<file path="config.mk">
export PLATFORM = sky130hd
export DESIGN_NAME = rr_chan_mux
export DESIGN_NICKNAME = d
export VERILOG_FILES = /design/src/rtl/rr_mux_pkg.sv /design/src/rtl/rr_arbiter.sv /design/src/rtl/rr_chan_mux.sv
export SDC_FILE = /design/constraint.sdc
export NUM_CORES = 1
export LEC_CHECK = 0
export BUFFER_PORTS_ARGS = -buffer_cell sky130_fd_sc_hd__buf_2
export CAP_MARGIN = 20
export CORE_ASPECT_RATIO = 1.1
export CORE_MARGIN = 2
export CORE_UTILIZATION = 50
export CTS_BUF_LIST = sky130_fd_sc_hd__clkbuf_8
export DETAILED_ROUTE_END_ITERATION = 8
export GPL_TIMING_DRIVEN = 0
export PLACE_DENSITY = 0.86
export SLEW_MARGIN = 40
export SYNTH_ARGS = -nofsm -noshare
export SYNTH_HDL_FRONTEND = slang
export SYNTH_SLANG_ARGS = --single-unit
</file>
<file path="constraint.sdc">
create_clock -name clk -period 6.04 [get_ports clk]
set_input_delay 1.208 -clock clk [delete_from_list [all_inputs] [get_ports clk]]
set_output_delay 1.208 -clock clk [all_outputs]
set_load 0.05 [all_outputs]
</file>
<file path="src/rtl/rr_mux_pkg.sv">
// Shared constants for the round-robin channel mux family.
package rr_mux_pkg;
   localparam logic MODE_FIXED = 1'b0;
   localparam logic MODE_RR    = 1'b1;
endpackage

</file>
<file path="src/rtl/rr_arbiter.sv">
// Combinational rotating-priority arbiter: searches ptr+1, ptr+2, ... wrapping
// modulo NUM_CH and ending at ptr itself; first requester wins.
module rr_arbiter #(
   parameter int NUM_CH = 4,
   parameter int CH_W   = $clog2(NUM_CH)
) (
   input  logic [NUM_CH-1:0] req,
   input  logic [CH_W-1:0]   ptr,
   output logic [NUM_CH-1:0] gnt,
   output logic [CH_W-1:0]   idx,
   output logic              any
);

   always_comb begin
      logic [CH_W-1:0] k;
      gnt = '0;
      idx = '0;
      any = 1'b0;
      k   = ptr;
      for (int i = 0; i < NUM_CH; i++) begin
         // explicit wrap keeps non-power-of-two channel counts modulo NUM_CH
         k = (k == CH_W'(NUM_CH - 1)) ? '0 : k + CH_W'(1);
         if (!any && req[k]) begin
            any    = 1'b1;
            gnt[k] = 1'b1;
            idx    = k;
         end
      end
   end

endmodule

</file>
<file path="src/rtl/rr_chan_mux.sv">
// N-channel valid/ready stream mux with fixed-select or round-robin arbitration
// and a single registered output stage (1 word/cycle sustained).
module rr_chan_mux
   import rr_mux_pkg::*;
#(
   parameter  int NUM_CH = 4,
   parameter  int DATA_W = 8,
   localparam int CH_W   = $clog2(NUM_CH)
) (
   input  logic                     clk,
   input  logic                     rst,
   input  logic                     mode,
   input  logic [CH_W-1:0]          sel,
   input  logic [NUM_CH*DATA_W-1:0] in_data,
   input  logic [NUM_CH-1:0]        in_valid,
   output logic [NUM_CH-1:0]        in_ready,
   output logic [DATA_W-1:0]        out_data,
   output logic [CH_W-1:0]          out_ch,
   output logic                     out_valid,
   input  logic                     out_ready
);

   logic                load, sel_ok, rr_any, gnt_ok, xfer;
   logic [CH_W-1:0]     rr_ptr, rr_idx, g;
   logic [NUM_CH-1:0]   rr_gnt, gnt_oh;
   logic [DATA_W-1:0]   ch_data [NUM_CH];

   for (genvar k = 0; k < NUM_CH; k++) begin : g_unpack
      assign ch_data[k] = in_data[k*DATA_W +: DATA_W];
   end

   rr_arbiter #(
      .NUM_CH (NUM_CH)
   ) u_arb (
      .req (in_valid),
      .ptr (rr_ptr),
      .gnt (rr_gnt),
      .idx (rr_idx),
      .any (rr_any)
   );

   assign load   = !out_valid || out_ready;
   assign sel_ok = {1'b0, sel} < (CH_W+1)'(NUM_CH);

   always_comb begin
      gnt_oh = '0;
      g      = sel;
      gnt_ok = sel_ok;
      if (mode == MODE_RR) begin
         gnt_oh = rr_gnt;
         g      = rr_idx;
         gnt_ok = rr_any;
      end else if (sel_ok) begin
         gnt_oh[sel] = 1'b1;
      end
   end

   // fixed mode may offer ready on an idle channel; that is harmless
   assign in_ready = (load && gnt_ok && !rst) ? gnt_oh : '0;
   assign xfer     = |(in_ready & in_valid);

   always_ff @(posedge clk) begin
      if (rst) begin
         out_valid <= 1'b0;
         out_data  <= '0;
         out_ch    <= '0;
         rr_ptr    <= CH_W'(NUM_CH - 1);
      end else if (xfer) begin
         out_valid <= 1'b1;
         out_data  <= ch_data[g];
         out_ch    <= g;
         if (mode == MODE_RR)
            rr_ptr <= g;
      end else if (out_ready) begin
         out_valid <= 1'b0;
      end
   end

endmodule

</file>
==> results of run 1 <==
## cell families after synthesis
| logic type | after synthesis | synth area share [%] |
|---|---|---|
| AO/OA/AOI/OAI | 40 | 21.04 |
| adder cells (fa/ha/maj) | 8 | 6.957 |
| buffers and inverters | 14 | 4.347 |
| multiplexers | 37 | 27.30 |
| flip-flops | 13 | 18.09 |
| AND/OR/NAND/NOR | 58 | 22.26 |
## worst max-delay path, stage by stage
cell and delay [ps]:
buf_2 180, nor2b_1 310, a22oi_1 150, o31ai_1 520, a221oi_1 270, nor3_1 210
buf_2 280
## placed cells by master (no fill, tap or decap), types with 2 or more instances in the layout
cell type / instances
nor3b_1: 2
nand3_1: 5
dfxtp_1: 13
nor3_1: 4
a21oi_1: 4
a221oi_1: 3
clkbuf_1: 4
o31ai_1: 2
mux2i_1: 28
o21ai_0: 7
o32ai_1: 2
nand2_1: 8
buf_2: 59
a221o_1: 3
ha_1: 8
or2_4: 2
mux2_2: 8
nor2b_1: 5
a22oi_1: 6
clkbuf_8: 3
nor2_1: 11
and3_1: 4
inv_1: 5
nand2b_1: 12
## final timing paths
check        slack [ps]  cells after the start     endpoint   startpoint
max                1700                      7  in_ready[2]  in_valid[2]
min                 480                      2  out_data[5]  out_data[5]
max reg2reg        2690                     10    rr_ptr[1]    rr_ptr[0]
min reg2reg         480                      2  out_data[5]  out_data[5]
## area by class of cell
type	count	share of cell area, %
multi-input combinational	143	62.24
timing repair buffer	54	15.02
sequential	13	14.46
buffer	10	2.643
clock buffer	3	2.295
tap	33	2.295
inverter	4	0.8345
clock inverter	1	0.2086
## stage by stage
step	setup WS (ps)	hold slack (ps)	instance area, um^2	cells
after floorplan	1414	556.7	1439	170
after global placement	1734	459.2	1750	257
after detailed placement	1770	468.6	1750	257
after CTS	1754	476.9	1795	261
after global routing	1518	484.1	1799	261
final	1702	476.9	1799	261
## power by group through the flow
stage | registers [W] | clock network (W) | logic, W
2_1_floorplan | 0.000159 | 0 | 0.000113
3_3_place_gp | 0.000112 | 0 | 0.000209
3_5_place_dp | 0.000112 | 0 | 0.000212
4_1_cts | 0.000111 | 0.0000771 | 0.000213
5_1_grt | 0.000113 | 0.0000806 | 0.000230
6_report | 0.000112 | 0.0000752 | 0.000214
## registers in the layout, summed over array words and instances (netlist names)
signal     count
out_valid      1
out_ch         2
out_data       8
rr_ptr         2
## per-layer routing
layer | vias to the layer above | track usage, % | routed length, um
met1 | 705 | 27.36 | 1568
li1 | 751 | - | -
met3 | 10 | 4.500 | 189
met4 | 0 | 10.80 | 89
met2 | 58 | 41.16 | 1935
met5 | - | 0 | 0
==> run_results.csv, run 1 <==
group,metric,value,unit
cells_and_area,fin_util,65.36,%
clock_tree,ctsResizeCount,0,
synthesis,ys_top_cells_by_area,"mux2i_1 (19%), dfxtp_1 (18%), ha_1 (7.0%)",
cells_and_area,fillers,258,
power_and_ir_drop,p_switching,0.0001757,W
sta,slew_viol_final,0,
clock_tree,cts_tree,"yes",
placed_design,place_congestion,0.7954,
clock_tree,cts_inserted_buffers,3,
synthesis,yosysTopAreaCell,"mux2i_1",
synthesis,ys_types,42,
power_and_ir_drop,power_density,222.6,mW/mm^2
synthesis,yosysMostFrequentCell,"mux2i_1",
die,die_w,55.15,um
detailed_routing,drt_iter0_markers,50,
cells_and_area,multiInputGateArea,0.001120,mm^2
clock_tree,worst_setup_hold_path_clk_slew,60,ps
clock_tree,post-cts-setup-buffers,0,
clock_tree,cts.htree.levels,1,
clock_tree,cts_max_path_buffers,2,
power_and_ir_drop,p_total,0.0004004,W
sta,fin_crit,4338,ps
grt,grt.overflow.total,0,
synthesis,yosysWarnings,0,
detailed_routing,viasPerCell,5.839,
cells_and_area,area_delta_synth_final,25.04,%
setup_path,cp.arrival,3130,ps
die,io_pins,57,
grt,grt_pass1_wl,5.699,mm
sta,worst_slew_pin_slew,588.6,ps
synthesis,syn_nets,220,
detailed_routing,vias,1524,
synthesis,synth_ff_type,"dfxtp_1",
sta,rsz0062_at_grt,"no",
grt,grt_max_degree,11,
power_and_ir_drop,p_comb_share,53.4,%
sta,slew_headroom,60.42,%
setup_path,critPathLaunchType,"input pin",
die,dieArea,0.003324,mm^2
sta,setup_viol,0,
detailed_routing,drc,0,
clock_tree,cts_sinks,13,
min_path,hp-class,"reg2reg",
cells_and_area,n_antenna_cell,0,
sta,period_share,71.83,%
grt,first_global_vias,1351,
die,core,0.002753,mm^2
clock_tree,hold_buffers,0,
synthesis,ys_seq_elements,13,
clock_tree,clockRootBuffer,"clkbuf_8",
die,start_util,52.27,%
detailed_routing,wire_per_inst,14.49,um
power_and_ir_drop,clock_power_share,18.8,%
setup_path,path_max_fanout,10,
cells_and_area,fin_nets,279,
grt,antenna_found_initial,0,
detailed_routing,wirelength,3.783,mm
power_and_ir_drop,p_leak,0.8898,nW
synthesis,synthTopCellsByCount,"mux2i_1 (28), dfxtp_1 (13), nand2b_1 (12)",
detailed_routing,antenna_left,0,
cells_and_area,register_area,260.3,um^2
setup_path,required,4830,ps
synthesis,syn-cell-area,0.001439,mm^2
die,die_h,60.27,um
clock_tree,clock_latency,240,ps
detailed_routing,first_pass_iters,4,
sta,skew,3.961,ps
setup_path,crit_type,"in2out",
setup_path,cp-end-kind,"output pin",
power_and_ir_drop,vdd_drop_max,175.9,uV
sta,finalHoldViolations,0,
grt,grt.total_usage,23.70,%
placed_design,port_buffers,54,
cells_and_area,drive_gt1_share,35.96,%
die,row_count,20,
power_and_ir_drop,p_int,0.0002247,W
synthesis,syn_avg_cell_area,8.464,um^2
power_and_ir_drop,switching_share,43.88,%
synthesis,ys_async_sr_fraction,0,%
synthesis,synth-edff-count,0,
power_and_ir_drop,seq_power_share,27.8,%
run_status,status,"finished, final reports clean",
placed_design,dp_hpwl,2.952,mm
sta,fmax,230.5,MHz
sta,fin_tns_setup,0,ps
synthesis,synth_cells,170,
synthesis,yosysTopAreaCellShare,19.48,%
job,drv_cap,0,
synthesis,seq_area_frac_synth,18.09,%
Note: power is estimated with default switching activity, not from simulation.
==> run 2: changes to the inputs <==
Settings changed: CORE_UTILIZATION 50 to 46, PLACE_DENSITY 0.86 to 0.83.
Clock period 6.04 ns to 3.5 ns, I/O delays scaled along.
==> run 2 against run 1 <==
  * Via count rose by 3.2%
  * Critical path depth rose by 2
  * Largest power group unchanged
  * First-iteration DRC count rose to 2.8 times the previous value
  * Sequential power rose by 72%
  * Sequential cell count did not move
  * Hold slack improved by 2.0 ps
  * Core utilization fell by 3.2 points
  * Critical path type is now reg2out
  * Largest cell class unchanged
  * Power rose by 78%
==> run_results.csv, run 2 (same netlist as run 1, synthesis figures left out) <==
group,metric,value,unit
cells_and_area,largest_register_ffs,8,
cells_and_area,register_area,265.3,um^2
sta,finalHoldViolations,0,
placed_design,port_buffers,54,
clock_tree,cts_tree,"yes",
cells_and_area,fin_util,62.15,%
grt,grt.total_usage,21.48,%
detailed_routing,antenna_left,0,
clock_tree,clockRootBuffer,"clkbuf_8",
min_path,holdPathStages,2,
power_and_ir_drop,power_density,379.2,mW/mm^2
cells_and_area,drive_gt1_share,41.13,%
die,core,0.003022,mm^2
setup_path,critPathLaunchType,"flop",
placed_design,place_congestion,0.9574,
sta,fin_crit,3366,ps
clock_tree,worst_setup_hold_path_clk_slew,60,ps
power_and_ir_drop,p_total,0.0007122,W
sta,setup_slack,134.1,ps
grt,grt_pass1_wl,6.203,mm
sta,fmax,297.1,MHz
grt,antenna_found_initial,0,
placed_design,dpl_cell_area,0.001757,mm^2
die,dieArea,0.003592,mm^2
cells_and_area,design_area,0.001878,mm^2
cells_and_area,area_delta_synth_final,30.52,%
min_path,hp-class,"reg2reg",
setup_path,cp.arrival,2670,ps
detailed_routing,viasPerCell,5.936,
sta,skew,3.148,ps
run_status,status,"finished, final reports clean",
detailed_routing,wire_per_inst,15.17,um
clock_tree,cts_max_path_buffers,2,
sta,setup_viol,0,
sta,fin_tns_setup,0,ps
setup_path,worstReg2RegEnd,"rr_ptr[1]",
clock_tree,clock_latency,240,ps
detailed_routing,first_pass_iters,4,
setup_path,rr_worst_depth,9,
placed_design,place_ws,110.3,ps
detailed_routing,wirelength,4.021,mm
die,row_count,21,
clock_tree,cts.htree.levels,1,
sta,period_share,96.17,%
placed_design,dp_hpwl,2.805,mm
grt,grt_max_degree,11,
setup_path,required,2800,ps
cells_and_area,n_antenna_cell,0,
setup_path,reg2reg_slack,540,ps
power_and_ir_drop,vdd_drop_max,292.0,uV
sta,worst_slew_pin_slew,565.9,ps
cells_and_area,multiInputGateArea,0.001167,mm^2
job,drv_cap,0,
cells_and_area,reg.largest.list,"out_data: 8 flops, out_ch: 2 flops, rr_ptr: 2 flops",
die,start_util,47.62,%
setup_path,crit_type,"reg2out",
setup_path,path_max_fanout,10,
sta,slew_viol_final,0,
cells_and_area,layout_common_cells,"buf_2 (58), mux2i_1 (28), nand2b_1 (12)",
min_path,min_to,"out_data[1]",
cells_and_area,fin_nets,282,
grt,first_global_vias,1446,
power_and_ir_drop,p_leak,0.9158,nW
detailed_routing,drc,0,
min_path,hp-start,"out_data[1]",
detailed_routing,vias,1573,
die,io_pins,57,
grt,grt.overflow.total,0,
detailed_routing,drt_iter0_markers,139,
clock_tree,cts_inserted_buffers,3,
setup_path,cp-end-kind,"output pin",
die,die_h,62.66,um
setup_path,worstReg2RegStart,"rr_ptr[0]",
cells_and_area,final_common_cell,"buf_2",
die,die_w,57.33,um
clock_tree,cts_sinks,13,
sta,slew_headroom,62.27,%
cells_and_area,fillers,284,
cells_and_area,regMostFlops,"out_data",
==> run 2: changes by cell type in the layout (fill, tap and decap cells not counted), sizes merged <==
cell    before  now
buf         60   62
clkbuf       7    8
==> run 2: how the worst max path moves through the flow <==
| stage | startpoint | to | slack (ps) | cells past startpoint |
|---|---|---|---|---|
| 6_report | rr_ptr[0] | in_ready[3] | 130 | 9 |
| 5_1_grt | rr_ptr[0] | in_ready[1] | -7 | 9 |
| 3_5_place_dp | rr_ptr[0] | in_ready[2] | 110 | 9 |
| 4_1_cts | rr_ptr[0] | in_ready[0] | 20 | 9 |
| 2_1_floorplan | in_valid[2] | in_ready[3] | 230 | 7 |
| 3_3_place_gp | rr_ptr[0] | in_ready[0] | 110 | 9 |
==> run 2: area by class of cell <==
class,count,area share (%)
Inverter,4,0.7995
Multi-Input combinational cell,143,62.16
Tap cell,34,2.265
Timing Repair Buffer,57,15.72
Sequential cell,13,14.12
Clock buffer,3,2.199
Clock inverter,1,0.1999
Buffer,10,2.532
==> run 2: report_power, final <==
group          switching (W)  internal [W]  total, W  leakage (nW)
combinational       0.000242      0.000143  0.000385         0.782
clock              0.0000564     0.0000776  0.000134        0.0269
sequential         0.0000183      0.000175  0.000193         0.107
total               0.000317      0.000395  0.000712         0.916
==> run 2: repair_timing <==
| item | in CTS | in global routing |
|---|---|---|
| gates resized for setup | 3 | 9 |
| pin swaps | 0 | 1 |
| hold buffers | 0 | 0 |
| endpoints found under the setup margin | 4 | 4 |
| setup buffers | 0 | 3 |
==> run 2: worst max-delay path: stages, from the launching register on <==
cell	delay [ps]
dfxtp_4	390
ha_1	200
buf_2	170
nor2_4	150
mux4_2	580
a22o_1	200
a221o_1	320
a21oi_2	150
nor2_1	40
clkbuf_4	210
==> run 2: metal layers <==
layer	GRT usage [%]	up-vias	share of wire [%]
li1	-	756	-
met1	24.49	744	40
met2	38.51	65	52
met3	3.313	8	5.8
met4	9.593	0	2.4
met5	0	-	0
==> run 2: stage by stage <==
step / std cells / hold WS (ps)
2_1_floorplan: 170 / 556.7
6_report: 265 / 478.9
3_3_place_gp: 258 / 459.1
5_1_grt: 265 / 504.2
4_1_cts: 262 / 477.5
3_5_place_dp: 258 / 466.5
